**src/rtl/miner_job_sched.sv**
```systemverilog
// miner_job_sched: latches a mining job, sequences both hashers over a nonce range,
// and queues golden nonces in a FIFO metered out to the transmit path.
module miner_job_sched #(
   parameter int LOOP_LOG2 = 5,
   parameter int FIFO_AW = 2,
   parameter int HOLDOFF = 16
) (
   input  logic         hash_clk,
   input  logic         rst_n,
   input  logic         job_valid,
   input  logic [383:0] job_data,
   input  logic [31:0]  job_nonce_start,
   input  logic [31:0]  job_nonce_end,
   input  logic [31:0]  hash2_top,
   input  logic         tx_busy,
   output logic [255:0] state,
   output logic [511:0] data,
   output logic [5:0]   cnt,
   output logic         feedback,
   output logic         send,
   output logic [31:0]  nonce_word,
   output logic         idle,
   output logic         done,
   output logic         overflow
);
   localparam int LOOP = 1 << LOOP_LOG2;
   localparam int OFFSET = (1 << (7 - LOOP_LOG2)) + 1;
   localparam int DEPTH = 1 << FIFO_AW;
   localparam int HW = $clog2(HOLDOFF);
   typedef enum logic [1:0] {IDLE, RUN, FLUSH} fsm_t;
   fsm_t fsm;
   logic loaded;
   logic [95:0] tail;
   logic [31:0] nonce_ctr, nonce_end, rpt;
   logic [5:0] cnt_next, round_idx, flush_cnt;
   logic wrap, is_golden, feedback_d1, push, pop, wr_en, full;
   logic [31:0] mem [DEPTH];
   logic [FIFO_AW-1:0] wr_ptr, rd_ptr;
   logic [FIFO_AW:0] count;
   logic [HW-1:0] holdoff;
   logic unused_bits;
   assign unused_bits = ^job_data[127:96];
   assign data = {loaded ? {32'h00000280, 320'h0, 32'h80000000} : 384'h0, nonce_ctr, tail};
   assign cnt_next = (cnt + 6'd1) & 6'(LOOP - 1);
   assign wrap = cnt_next == 6'd0;
   assign full = count[FIFO_AW];
   assign pop = count != '0 && !tx_busy && holdoff == '0;
   // detections before OFFSET rounds belong to the hasher pipeline of a previous load
   assign push = is_golden && round_idx >= 6'(OFFSET);
   assign wr_en = push && (!full || pop);
   always_ff @(posedge hash_clk) begin
      if (!rst_n) begin
         fsm <= IDLE;
         loaded <= 1'b0;
         state <= '0;
         tail <= '0;
         nonce_ctr <= '0;
         nonce_end <= '0;
         rpt <= '0;
         cnt <= '0;
         feedback <= 1'b0;
         round_idx <= '0;
         flush_cnt <= '0;
         idle <= 1'b1;
         done <= 1'b0;
         is_golden <= 1'b0;
         feedback_d1 <= 1'b0;
      end else begin
         done <= 1'b0;
         feedback_d1 <= feedback;
         is_golden <= fsm != IDLE && hash2_top == 32'h0 && !feedback_d1;
         if (job_valid) begin
            fsm <= RUN;
            loaded <= 1'b1;
            state <= job_data[383:128];
            tail <= job_data[95:0];
            nonce_ctr <= job_nonce_start;
            nonce_end <= job_nonce_end;
            rpt <= job_nonce_start;
            cnt <= '0;
            feedback <= 1'b0;
            round_idx <= '0;
            flush_cnt <= '0;
            idle <= 1'b0;
         end else if (fsm != IDLE) begin
            cnt <= cnt_next;
            feedback <= !wrap;
            if (wrap) begin
               rpt <= rpt + 32'd1;
               if (round_idx < 6'(OFFSET)) round_idx <= round_idx + 6'd1;
               if (fsm == RUN) begin
                  if (nonce_ctr == nonce_end) fsm <= FLUSH;
                  else nonce_ctr <= nonce_ctr + 32'd1;
               end else if (flush_cnt == 6'(OFFSET - 1)) begin
                  fsm <= IDLE;
                  idle <= 1'b1;
                  done <= 1'b1;
               end else flush_cnt <= flush_cnt + 6'd1;
            end
         end
      end
   end
   always_ff @(posedge hash_clk) begin
      if (wr_en) mem[wr_ptr] <= rpt - 32'(OFFSET);
   end
   always_ff @(posedge hash_clk) begin
      if (!rst_n) begin
         wr_ptr <= '0;
         rd_ptr <= '0;
         count <= '0;
         holdoff <= '0;
         send <= 1'b0;
         nonce_word <= '0;
         overflow <= 1'b0;
      end else begin
         send <= pop;
         if (pop) begin
            nonce_word <= mem[rd_ptr];
            rd_ptr <= rd_ptr + 1'b1;
            holdoff <= HW'(HOLDOFF - 1);
         end else if (holdoff != '0) holdoff <= holdoff - 1'b1;
         if (wr_en) wr_ptr <= wr_ptr + 1'b1;
         if (wr_en != pop) count <= wr_en ? count + 1'b1 : count - 1'b1;
         if (job_valid) overflow <= 1'b0;
         else if (push && full && !pop) overflow <= 1'b1;
      end
   end
endmodule

```
**config.mk**
```make
export PLATFORM = sky130hd
export DESIGN_NAME = miner_job_sched
export DESIGN_NICKNAME = d
export VERILOG_FILES = /design/src/rtl/miner_job_sched.sv
export SDC_FILE = /design/constraint.sdc
export NUM_CORES = 1
export LEC_CHECK = 0
export ABC_AREA = 1
export CORE_AREA = 2 2 508 510
export CTS_CLUSTER_SIZE = 14
export DETAILED_ROUTE_END_ITERATION = 16
export DIE_AREA = 0 0 510 512
export PLACE_DENSITY = 0.3
export SKIP_LAST_GASP = 1
export SLEW_MARGIN = 20
export SYNTH_ARGS = -nofsm -noshare
export SYNTH_HDL_FRONTEND = slang
export SYNTH_SLANG_ARGS = --single-unit
```
**constraint.sdc**
```tcl
create_clock -name hash_clk -period 6.6 [get_ports hash_clk]
set_clock_uncertainty 0.2 [all_clocks]
set_input_delay 0.66 -clock hash_clk [delete_from_list [all_inputs] [get_ports hash_clk]]
set_output_delay 0.66 -clock hash_clk [all_outputs]
set_load 0.01 [all_outputs]
```
; ---- Word level (Yosys, flattened, before mapping)
; Memory sizes are Yosys's and may differ from the RTL's. A register that Yosys moved wholly into a read port is not among the register bits.
; Index checks and enable logic that the tools add are counted.
[op_classes]
add_sub_neg = 11
order_cmp = 2
eq_ne = 8
mux = 26
bitwise = 5
reduce_logical = 37
[ops]
columns = cell, count
row1 = 362-bit two-way mux, 1
row2 = 32-bit two-way mux, 8
row3 = "32-bit by 1-bit adder with 32-bit output, second input constant", 2
row4 = 32-bit equality test, 1
row5 = 32-bit zero test, 1
row6 = "32-bit by 3-bit subtractor with 32-bit output, second input constant", 1
row7 = 4-bit AND reduction, 5
row8 = 2-bit nonzero test, 7
row9 = "6-bit by 1-bit adder with 6-bit output, second input constant", 2
row10 = 1-bit two-way mux, 11
row11 = 1-bit logical AND, 8
row12 = 4-bit two-way mux, 2
row13 = "6-bit by 3-bit equality test with 1-bit output, second input constant", 1
row14 = "6-bit by 3-bit greater-or-equal comparator with 1-bit output, second input constant", 1
row15 = 1-bit zero test, 6
row16 = 6-bit zero test, 1
row17 = "6-bit by 3-bit less-than comparator with 1-bit output, second input constant", 1
row18 = 2-bit two-way mux, 3
row19 = 3-bit nonzero test, 2
row20 = "5-bit by 1-bit adder with 5-bit output, second input constant", 1
row21 = 1-bit inverter, 5
row22 = 5-bit OR reduction, 1
row23 = "2-bit by 1-bit adder with 2-bit output, second input constant", 2
row24 = 4-bit zero test, 1
row25 = other kinds (14), 15
[totals]
ff_bits = 486
ramBits = 128
input_bits = 484
out_inout_bits = 811
word_cells = 112
memories = 1
[memory_table]
columns = memory, words, width, rd, rd_ports_with_merged_regs, wr, line_no
row1 = mem, 4, 32, 1, 1, 1, 37  ; logic [31:0] mem [DEPTH];

; ---- Longest topological paths before layout
; Gate-level depths: netlist of run 1.
[depth]
word_depth = 7
ltp_mapped = 14
ltp_nobuf = 13

; ---- Worst setup path before layout of run 1
; No wires, ideal clock.
[synth_path]
kind = in2reg
from = input tx_busy
to = memory mem[0][0], enable pin
setup_time_ps = 421
arrival_ps = 2570
slack_ps = 3409
stages = 5
n_path_buf = 0
cell_sequence = a21oi_1 -> nand2_2 -> nand2_1 -> nand2_2 -> nor2_1
[synth_via]
elab_chain_cells = 7
[synth_rtl]
columns = item, line_no
row1 = "start, declared", 15  ; input logic tx_busy,
row2 = 1-bit zero test, 47  ; assign pop = count != '0 && !tx_busy && holdoff == '0;
row3 = 1-bit logical AND (2 in series), 47
row4 = 1-bit logical OR, 50  ; assign wr_en = push && (!full || pop);
row5 = 1-bit logical AND, 50
row6 = 1-bit two-way mux, 104  ; if (wr_en) mem[wr_ptr] <= rpt - 32'(OFFSET);
row7 = 1-bit two-way mux (implied by the code), 104
row8 = "end, declared", 37
; Every way passes these cells.

; ---- Worst setup path in the final report of run 1
[layout_path]
from = register nonce_ctr[0]
to = register nonce_ctr[14]
[layout_via]
elab_chain_cells = 6
[layout_rtl]
columns = item, line_no
row1 = "start, declared", 34  ; logic [31:0] nonce_ctr, nonce_end, rpt;
row2 = "start signal, assigned", 77  ; nonce_ctr <= job_nonce_start;
row3 = "start signal, assigned", 93  ; else nonce_ctr <= nonce_ctr + 32'd1;
row4 = 32-bit by 1-bit adder with 32-bit output, 93
row5 = 32-bit two-way mux, 92  ; if (nonce_ctr == nonce_end) fsm <= FLUSH;
row6 = 32-bit two-way mux, 91  ; if (fsm == RUN) begin
row7 = 32-bit two-way mux, 88  ; if (wrap) begin
row8 = 32-bit two-way mux, 85  ; end else if (fsm != IDLE) begin
row9 = 32-bit two-way mux, 72  ; if (job_valid) begin
; Several ways; a longest one is shown, not always the timed one. The select of a mux whose other input is x is not followed.
; A chain may end at the register's enable or synchronous reset.

==> metrics.csv, run 1 <==
stage,metric,value,unit
place,place.gp.congestion,0.852,
place,place_area,38900,µm²
yosys,synth_cells,2969,
die,rows,186,
detailed_routing,first_pass_iters,6,
worst_setup_path,crit_start,nonce_ctr[0]$_SDFFE_PN0P_,
timing,worst_pin_slew,1.09,ns
worst_setup_path,required,6.99,ns
detailed_routing,dr_wl_met3,22.6,mm
clock_network,cts_setup_buffers,0,
detailed_routing,wl_met1,61.9,mm
worst_setup_path,critPathArrivalTime,4.01,ns
yosys,ys_ff_latch,646,
yosys,yosysTopAreaCell,dfxtp_1,
yosys,syn_area_per_cell,9.32,µm²
worst_setup_path,regToRegSetupSlack,2.98,ns
worst_setup_path,critPathMaxFanout,32,
place,preCtsSetupSlack,2.87,ns
power,leakage,15.5,nW
clock_network,cts_tree,done,
timing,fin_crit,3.62,ns
worst_setup_path,reg2regPathDepth,11,
yosys,synth_top_area_share,37.5,%
die,io_pins,1295,
worst_setup_path,rr_startpoint,nonce_ctr[0]$_SDFFE_PN0P_,
die,dieArea,261000,µm²
timing,grt_setup_unrepaired,false,
worst_setup_path,cp_slowest_stage_delay,0.67,ns
detailed_routing,drc,0,
grt,antenna_found_initial,110,
detailed_routing,routed_via_density,3.22,
worst_setup_path,path_cells,"nand2_1, nand2_1, nand2_1, nor2_1, nand2_1, nor2_1, nand2_1, nand2_2, nand2_2, nand2_1, a21oi_1",
detailed_routing,first_iter_violations,1258,
yosys,async_flop_share,0,%
final_layout,area_growth,52.0,%
place,dp_hpwl,137,mm
die,core,256000,µm²
clock_network,clock_latency,0.74,ns
clock_network,clock_path_buffers,3,
timing,setup_tns,0,ns
clock_network,path_clk_slew,0.06,ns
worst_setup_path,path_common_cell,nand2_1,
timing,setup_violations,0,
worst_setup_path,endpoint,nonce_ctr[14]$_SDFFE_PN0P_,
power,p_per_area,265,nW/µm²
worst_setup_path,start_kind,flip-flop,
detailed_routing,wl_per_cell,23.7,µm
hold_path,hold_depth,2,
clock_network,hold_buffers,0,
clock_network,numCtsBuffers,91,
run_status,status,completed,
place,port_buffers,880,
grt,grt_pass1_wl,222,mm
clock_network,cts.sinks,646,
grt,grt_use_total,12.7,%
clock_network,cts_resized,0,
grt,grt_overflow,0,
yosys,synth-edff-count,128,
power,ir_drop,180,µV
grt,grt_pass1_vias,22800,
hold_path,hp-class,flip-flop to flip-flop,
power,power,11.1,mW
timing,relSlewSlack,27.6,%
die,chipWidth,510,µm
yosys,seq_area_frac_synth,51.3,%
yosys,synth_area_leaders,"dfxtp_1 37%, edfxtp_1 14%, a22o_1 12%",
clock_network,htreeDepth,3,
timing,min_period_over_period,54.8,%
clock_network,cts_root_buffer,clkbuf_16,
die,die_h,512,µm
job,cap_viol_max_count,0,
detailed_routing,routed.top_layer,met5,
timing,final.setup.worst_slack,2.98,ns
yosys,ys.flop_type,dfxtp_1,
worst_setup_path,cp_slowest_cell,dfxtp_1,
yosys,synth_most_common_cell,dfxtp_1,
final_layout,final_area,42100,µm²
yosys,synth_commonest_cells,"518 x dfxtp_1, 403 x nand2_1, 391 x buf_4, 366 x a22o_1, 277 x nor2_1",
die,initial_core_util,10.8,%
final_layout,final_cells,7274,
place,dpl.cell_count,7091,
detailed_routing,met2_length,83.1,mm
final_layout,drive_above_1_share,6.11,%
timing,max_freq,277,MHz
detailed_routing,via_count,23400,
detailed_routing,postRouteAntennaNets,0,
timing,hold_viol_final,0,
grt,grt_max_degree,159,
worst_setup_path,end_kind,flip-flop,
worst_setup_path,worstReg2RegEnd,nonce_ctr[14]$_SDFFE_PN0P_,
yosys,ys_types,43,
timing,drv_slew,0,
yosys,yosys_warnings,0,
final_layout,layout.nets,4300,
worst_setup_path,critical_path_class,flip-flop to flip-flop,
detailed_routing,drt_wl_total,172,mm
yosys,synth_area,27700,µm²
final_layout,n_fill_cell,28600,
## final cells by class
class                   instances  area [µm²]  share of cell area [%]
clock buffers                 132        2680                    6.38
diodes                         14        35.0                  0.0833
clock inverters                37         509                    1.21
multi-input cells            2004       10800                    25.6
flip-flops and latches        646       14200                    33.8
repair buffers                907        9070                    21.6
inverters                     150         574                    1.36
well taps                    3384        4230                    10.1
## kinds of logic after synthesis
group                    share of synthesized area [%]
adder cells (fa/ha/maj)                          0.750
flip-flops                                        51.3
other                                           0.0135
XOR/XNOR                                          2.44
buffers and inverters                             15.1
AND/OR/NAND/NOR                                   13.3
AO/OA/AOI/OAI                                     17.0
## worst max-delay path: cells and delay by family (launching register included)
family	cells	cell delay, ns
AOI/OAI and AO/OA	1	0.08
DFF	1	0.67
and+or+nand+nor	10	2.51
## worst min path at each step
stage	startpoint	endpoint	slack [ns]
final	round_idx[4]$_SDFFE_PP0P_	round_idx[4]$_SDFFE_PP0P_	0.24
after global routing	job_nonce_end[29]	nonce_end[29]$_SDFFE_PN0P_	0.25
after global placement	round_idx[4]$_SDFFE_PP0P_	round_idx[4]$_SDFFE_PP0P_	0.23
after CTS	job_nonce_end[22]	nonce_end[22]$_SDFFE_PN0P_	0.20
after detailed placement	round_idx[4]$_SDFFE_PP0P_	round_idx[4]$_SDFFE_PP0P_	0.24
after floorplan	round_idx[5]$_SDFFE_PP0P_	round_idx[5]$_SDFFE_PP0P_	0.22
## stage by stage
step,hold slack [ns],utilization [%]
global route,0.252,16.4
finish,0.244,16.5
global placement,0.229,15.2
detailed placement,0.236,15.2
floorplan,0.215,-
CTS,0.203,16.4
## flip-flops by register name (all words and copies together) (netlist names), 2 cells and up
signal	flops
cnt	5
wr_ptr	2
count	3
state	256
nonce_ctr	32
fsm	2
mem	128
round_idx	6
holdoff	4
tail	96
flush_cnt	6
rd_ptr	2
nonce_end	32
rpt	32
nonce_word	32
## power by group
part | total, mW | internal, mW | switching (mW)
Sequential | 4.37 | 4.22 | 0.149
Combinational | 1.47 | 0.652 | 0.814
Clock | 5.32 | 3.18 | 2.14
## metal layers
metal | GRT usage, % | up-vias
met5 | 0 | -
met2 | 21.5 | 1037
met4 | 2.91 | 60
met1 | 13.2 | 10900
met3 | 7.70 | 313
li1 | - | 11100
## cell usage in the layout (no fill, tap or decap), drive strengths merged, types with 2 or more instances in the layout
| master | instances |
|---|---|
| conb | 382 |
| xnor2 | 23 |
| buf | 28 |
| clkinvlp | 4 |
| nor3 | 29 |
| clkinv | 25 |
| nand3 | 105 |
| nor2 | 291 |
| o211ai | 4 |
| nor4 | 9 |
| a31oi | 39 |
| o21ai | 167 |
| a22o | 366 |
| clkbuf | 132 |
| clkdlybuf4s50 | 879 |
| diode | 14 |
| bufinv | 9 |
| ha | 15 |
| dfxtp | 518 |
| inv | 149 |
| or4 | 3 |
| a21oi | 75 |
| nand3b | 2 |
| nand4 | 17 |
| nand2 | 415 |
| xor2 | 54 |
| edfxtp | 128 |
(Power assumes the default switching activity.)
==> run 2, diff against run 1 <==
Settings changed: CORE_AREA 2 2 508 510 to 2 2 506 508, DIE_AREA 0 0 510 512 to 0 0 508 510, PLACE_DENSITY 0.3 to 0.31.
Clock period 6.6 ns to 3.2 ns, I/O delays scaled along.
==> run 2 against run 1 <==
Global-route usage fell by 0.16 points. Register-to-register slack worse by 2.3 ns. Cell count grew 5.3%. Critical path depth fell by 5. Largest cell class unchanged. Worst setup slack worse by 2.5 ns. Power increased by 110%. Clock power up 97%. Critical endpoint is now is_golden$_SDFF_PN0_. Clock-buffer cell count shrank 5. Flip-flop and latch count is the same.
==> metrics.csv, run 2 (synthesis gave the netlist of run 1 again) <==
stage,metric,value,unit
detailed_routing,drt_wl_total,170,mm
worst_setup_path,reg2regPathDepth,7,
job,cap_viol_max_count,0,
worst_setup_path,regToRegSetupSlack,0.70,ns
die,chipWidth,508,µm
hold_path,hold_depth,3,
clock_network,cts_tree,done,
timing,final.setup.worst_slack,0.450,ns
place,place.gp.congestion,0.817,
clock_network,path_clk_slew,0.06,ns
clock_network,cts_root_buffer,clkbuf_16,
detailed_routing,wl_per_cell,22.2,µm
final_layout,mostFrequentLayoutCell,clkdlybuf4s50_1,
grt,grt_pass1_wl,221,mm
detailed_routing,first_iter_violations,1277,
die,io_pins,1295,
final_layout,post-route-util,18.2,%
die,dieArea,259000,µm²
final_layout,final_cells,7663,
worst_setup_path,required,3.66,ns
final_layout,layout_common_cells,"879 x clkdlybuf4s50_1, 517 x dfxtp_1, 403 x nand2_1",
timing,min_period_over_period,85.9,%
place,dpl.cell_count,7118,
hold_path,hp-class,input pin to flip-flop,
power,ir_drop,412,µV
grt,antenna_found_initial,70,
run_status,status,completed,
detailed_routing,postRouteAntennaNets,0,
worst_setup_path,worstReg2RegEnd,mem[0][21]$_DFFE_PP_,
final_layout,largest_reg_flops,256,
worst_setup_path,critPathMaxFanout,1,
place,port_buffers,880,
clock_network,htreeDepth,3,
clock_network,cts.sinks,646,
final_layout,drive_above_1_share,6.48,%
worst_setup_path,rr_startpoint,rpt[0]$_SDFFE_PN0P_,
timing,setup_tns,0,ns
timing,fin_hold_ws,0.0650,ns
detailed_routing,first_pass_iters,5,
timing,relSlewSlack,42.5,%
place,preCtsSetupSlack,0.602,ns
grt,grt_overflow,0,
timing,hold_viol_final,0,
worst_setup_path,start_kind,input pin,
timing,max_freq,364,MHz
die,rows,185,
place,place_area,39300,µm²
grt,grt_use_total,12.5,%
worst_setup_path,critPathArrivalTime,3.21,ns
place,dp_hpwl,137,mm
power,leakage,17.3,nW
detailed_routing,via_count,25000,
timing,setup_violations,0,
clock_network,numCtsBuffers,89,
final_layout,area_growth,66.3,%
timing,drv_slew,0,
die,initial_core_util,10.9,%
clock_network,clock_path_buffers,3,
final_layout,layout.nets,4703,
power,power,22.9,mW
die,core,253000,µm²
timing,worst_pin_slew,0.862,ns
worst_setup_path,end_kind,flip-flop,
final_layout,n_fill_cell,28200,
timing,grt_setup_unrepaired,false,
hold_path,holdCritStartpoint,job_nonce_end[28],
grt,grt_max_degree,107,
final_layout,final_area,46000,µm²
clock_network,clock_latency,0.73,ns
power,p_per_area,499,nW/µm²
detailed_routing,drc,0,
final_layout,top_register,state,
final_layout,largestRegisters,"state x256, mem x128, tail x96",
grt,grt_pass1_vias,24600,
timing,fin_crit,2.75,ns
clock_network,cts_resized,0,
worst_setup_path,critical_path_class,input pin to flip-flop,
die,die_h,510,µm
hold_path,min_to,nonce_end[28]$_SDFFE_PN0P_,
detailed_routing,routed_via_density,3.26,
[run 2: changes by cell type in the layout (fill, tap and decap cells not counted), sizes merged]
| cell | before | now |
|---|---|---|
| dlygate4sd3 | 0 | 360 |
| buf | 28 | 73 |
| diode | 14 | 20 |
| clkbuf | 132 | 127 |
| inv | 149 | 154 |
| bufinv | 9 | 5 |
| clkinv | 25 | 28 |
| clkinvlp | 4 | 1 |
[run 2: worst max path at each step]
stage / startpoint / endpoint / cells past startpoint
global route: hash2_top[20] / is_golden$_SDFF_PN0_ / 6
finish: hash2_top[20] / is_golden$_SDFF_PN0_ / 6
floorplan: round_idx[0]$_SDFFE_PP0P_ / mem[0][0]$_DFFE_PP_ / 7
global placement: tx_busy / count[2]$_SDFFE_PN0P_ / 10
CTS: nonce_ctr[2]$_SDFFE_PN0P_ / data[98] / 1
detailed placement: job_valid / tail[15]$_SDFFE_PN0P_ / 6
[run 2: layer usage]
layer / GRT usage, % / share of wire [%] / wire [µm]
met1: 13.4 / 37 / 62500
met2: 20.1 / 46 / 78400
met3: 6.99 / 12 / 20900
met4: 5.53 / 4.7 / 7910
met5: 0 / 0.10 / 176
[run 2: cell type report]
type / count / area, µm² / area share, %
inverters: 150 / 571 / 1.24
repair buffers: 1312 / 13200 / 28.7
flip-flops and latches: 646 / 14200 / 30.9
clock inverters: 38 / 448 / 0.973
well taps: 3366 / 4210 / 9.15
clock buffers: 127 / 2600 / 5.65
multi-input cells: 2004 / 10700 / 23.3
diodes: 20 / 50.0 / 0.109
[run 2: repair_timing]
item,in CTS,in global routing
setup buffers,0,0
hold buffers,360,0
endpoints found under the hold margin,377,0
[run 2: critical path, stage by stage]
cell	delay, ns
dlygate4sd3_1	0.54
clkdlybuf4s50_1	0.41
or4_1	0.50
dlygate4sd3_1	0.57
nor4_1	0.26
dlygate4sd3_1	0.61
[run 2: where the power goes]
group / switching, mW / internal (mW) / total [mW] / leakage, nW
clock network: 4.35 / 6.10 / 10.5 / 1.51
registers: 0.296 / 8.70 / 8.99 / 5.42
logic: 1.82 / 1.68 / 3.50 / 10.3
total: 6.47 / 16.5 / 22.9 / 17.3
==> RTL edit: new RTL, config.mk and constraints of run 2 <==
The parameter `FIFO_AW` goes from 2 to 3.
--- a/src/rtl/miner_job_sched.sv
+++ b/src/rtl/miner_job_sched.sv
@@ -4,3 +4,3 @@
    parameter int LOOP_LOG2 = 5,
-   parameter int FIFO_AW = 2,
+   parameter int FIFO_AW = 3,
    parameter int HOLDOFF = 16
Function: not settled (the Yosys comparison gave no result); the edit may change what the design does.
==> RTL edit against run 2 <==
Synthesized area is 18% higher. Synthesized cell count is 11% higher. Via count is 12% higher. Largest cell class unchanged. Utilization is 2.3 points higher. Routed wire length is 9.5% higher. First-iteration DRC count is 16% higher. Setup slack better by 0.029 ns. Power is 16% higher. Sequential cell count is 131 higher. Count of clock-buffer cells in the layout is 24 higher. Design area is 13% higher.
==> RTL edit: results (changes against run 2) <==
metric;value;unit;change
status;finished, final reports clean;;
Hold-fix buffers, CTS;350;;-2.8%
Post-synth EDFFs;256;;+100%
Max Used Layer;met5;;
Rel. slew slack;34.70;%;-7.8 points
peak supply drop;0.0004534;V;+10%
worst min path class;in -> reg;;
starting DRC count in detailed routing;1487;;+16%
M3 GR Usage;4.807;%;-2.2 points
layout cells sized above 1;7.216;%;+0.74 points
Crit path largest cell delay;0.97;ns;+0.36 ns
compound-cell area share of the yosys netlist;17.18;%;+0.15 points
post-synthesis adder-cell area fraction;0.6714;%;-0.079 points
clk slew on worst S/H paths;0.06;ns;about the same
DR WL met2;96880;µm;+23%
Yosys cell types;56;;+30%
crit-path max FO;5;;+4
GR met1 Demand/Resource;14.89;%;+1.5 points
DR vias;28000;;+12%
cts bufs inserted;103;;+16%
latest clock arrival within the worst-skew pair;0.75;ns;+0.02 ns
clk buf depth;3;;unchanged
top post-synthesis cells by count;dfxtp_1 (521), nand2_1 (430), buf_4 (391);;
drt first pass iters;5;;unchanged
largest net degree at the start of global routing;130;;+21%
H-tree depth;3;;unchanged
IO Port Bufs;880;;unchanged
Resize count post-CTS;0;;unchanged
largest registers;mem x256, state x256, tail x96;;
Switching Fraction;27.22;%;-0.96 points
final hold vios;0;;unchanged
WL/cell;23.03;µm;+3.8%
largest family of logic cells by synthesized area;compound AO/OA/AOI/OAI gates;;
met2 Track Usage GR;25.08;%;+5.0 points
total number of yosys warnings;0;;unchanged
Worst Path Arrival;2.20;ns;-1.01 ns
met3 wire len;13930;µm;-34%
LEAKAGE;19.18;nW;+11%
Crit-path slowest cell;clkdlybuf4s50_1;;
gp weighted congestion;0.7949;;-2.7%
Row Count;185;;unchanged
multiplexer share of the synthesized area;0.03052;%;+0.031 points
Post-synth ARST share;0;%;unchanged
Post-Synth XOR/XNOR Area;2.129;%;-0.31 points
GRT Overall Usage;13.68;%;+1.2 points
placed cell area;0.04474;mm²;+14%
global-route wire length before repair;243700;µm;+10%
root buf cell;clkbuf_16;;
initial antenna violation count;152;;+120%
Place WS;0.4070;ns;-0.1948 ns
Final ANT Viol Nets;0;;unchanged
Final HPWL DP;149500;µm;+9.5%
synth top area cells;dfxtp_1 (32%), edfxtp_1 (23%), a22o_1 (9.7%);;
DRT met1 WL;70120;µm;+12%
final net count;5071;;+7.8%
post-synthesis sequential area ratio;55.24;%;+3.9 points
Top Family by Delay on Critical Path;buffers and inverters;;
-- RTL edit: cell count changes after synthesis, moves of 18 or more --
cell and change:
edfxtp_1 +128, clkbuf_1 +26, a21oi_1 +18, o22ai_1 +32, a31oi_1 -25, nand2_1 +27
o221ai_1 +32, o21ai_0 +86
-- RTL edit: area by class of cell --
class                   count  area (µm²)
fillers                 27850      201600
flip-flops and latches    777       18120
repair buffers           1352       13480
multi-input cells        2184       11860
well taps                3366        4212
clock buffers             151        2878
clock inverters            40       598.1
inverters                 152       580.6
diodes                     60       150.1
-- RTL edit: worst paths after layout --
path | start | end | slack, ns | cells past startpoint
setup / recovery | nonce_ctr[21] | data[117] | 0.48 | 1
hold / removal | job_valid | fsm[0] | 0.04 | 3
setup reg to reg | round_idx[0] | mem[0][6] | 0.50 | 12
hold reg to reg | round_idx[5] | round_idx[5] | 0.24 | 2
-- RTL edit: stage by stage --
stage	std cells	total power [W]	hold WS, ns
global placement	7481	0.01435	0.2281
global route	8066	0.02776	0.02377
detailed placement	7481	0.01436	0.2331
finish	8082	0.02658	0.04371
CTS	8022	0.02719	0.0006167
floorplan	3687	0.01261	0.2153
-- RTL edit: power by group through the flow --
stage | clock network, W | registers [W] | logic (W)
finish | 0.0121 | 0.0109 | 0.00361
global route | 0.0129 | 0.0110 | 0.00388
CTS | 0.0126 | 0.0109 | 0.00370
detailed placement | 0 | 0.0111 | 0.00324
global placement | 0 | 0.0111 | 0.00323
floorplan | 0 | 0.0112 | 0.00145
-- RTL edit: logic make-up after synthesis --
family,after synthesis
AOI/OAI and AO/OA,809
muxes,1
adders and majority gates,17
buffers and inverters,726
xor gates and xnor gates,78
DFF,777
and+or+nand+nor,897
other,1
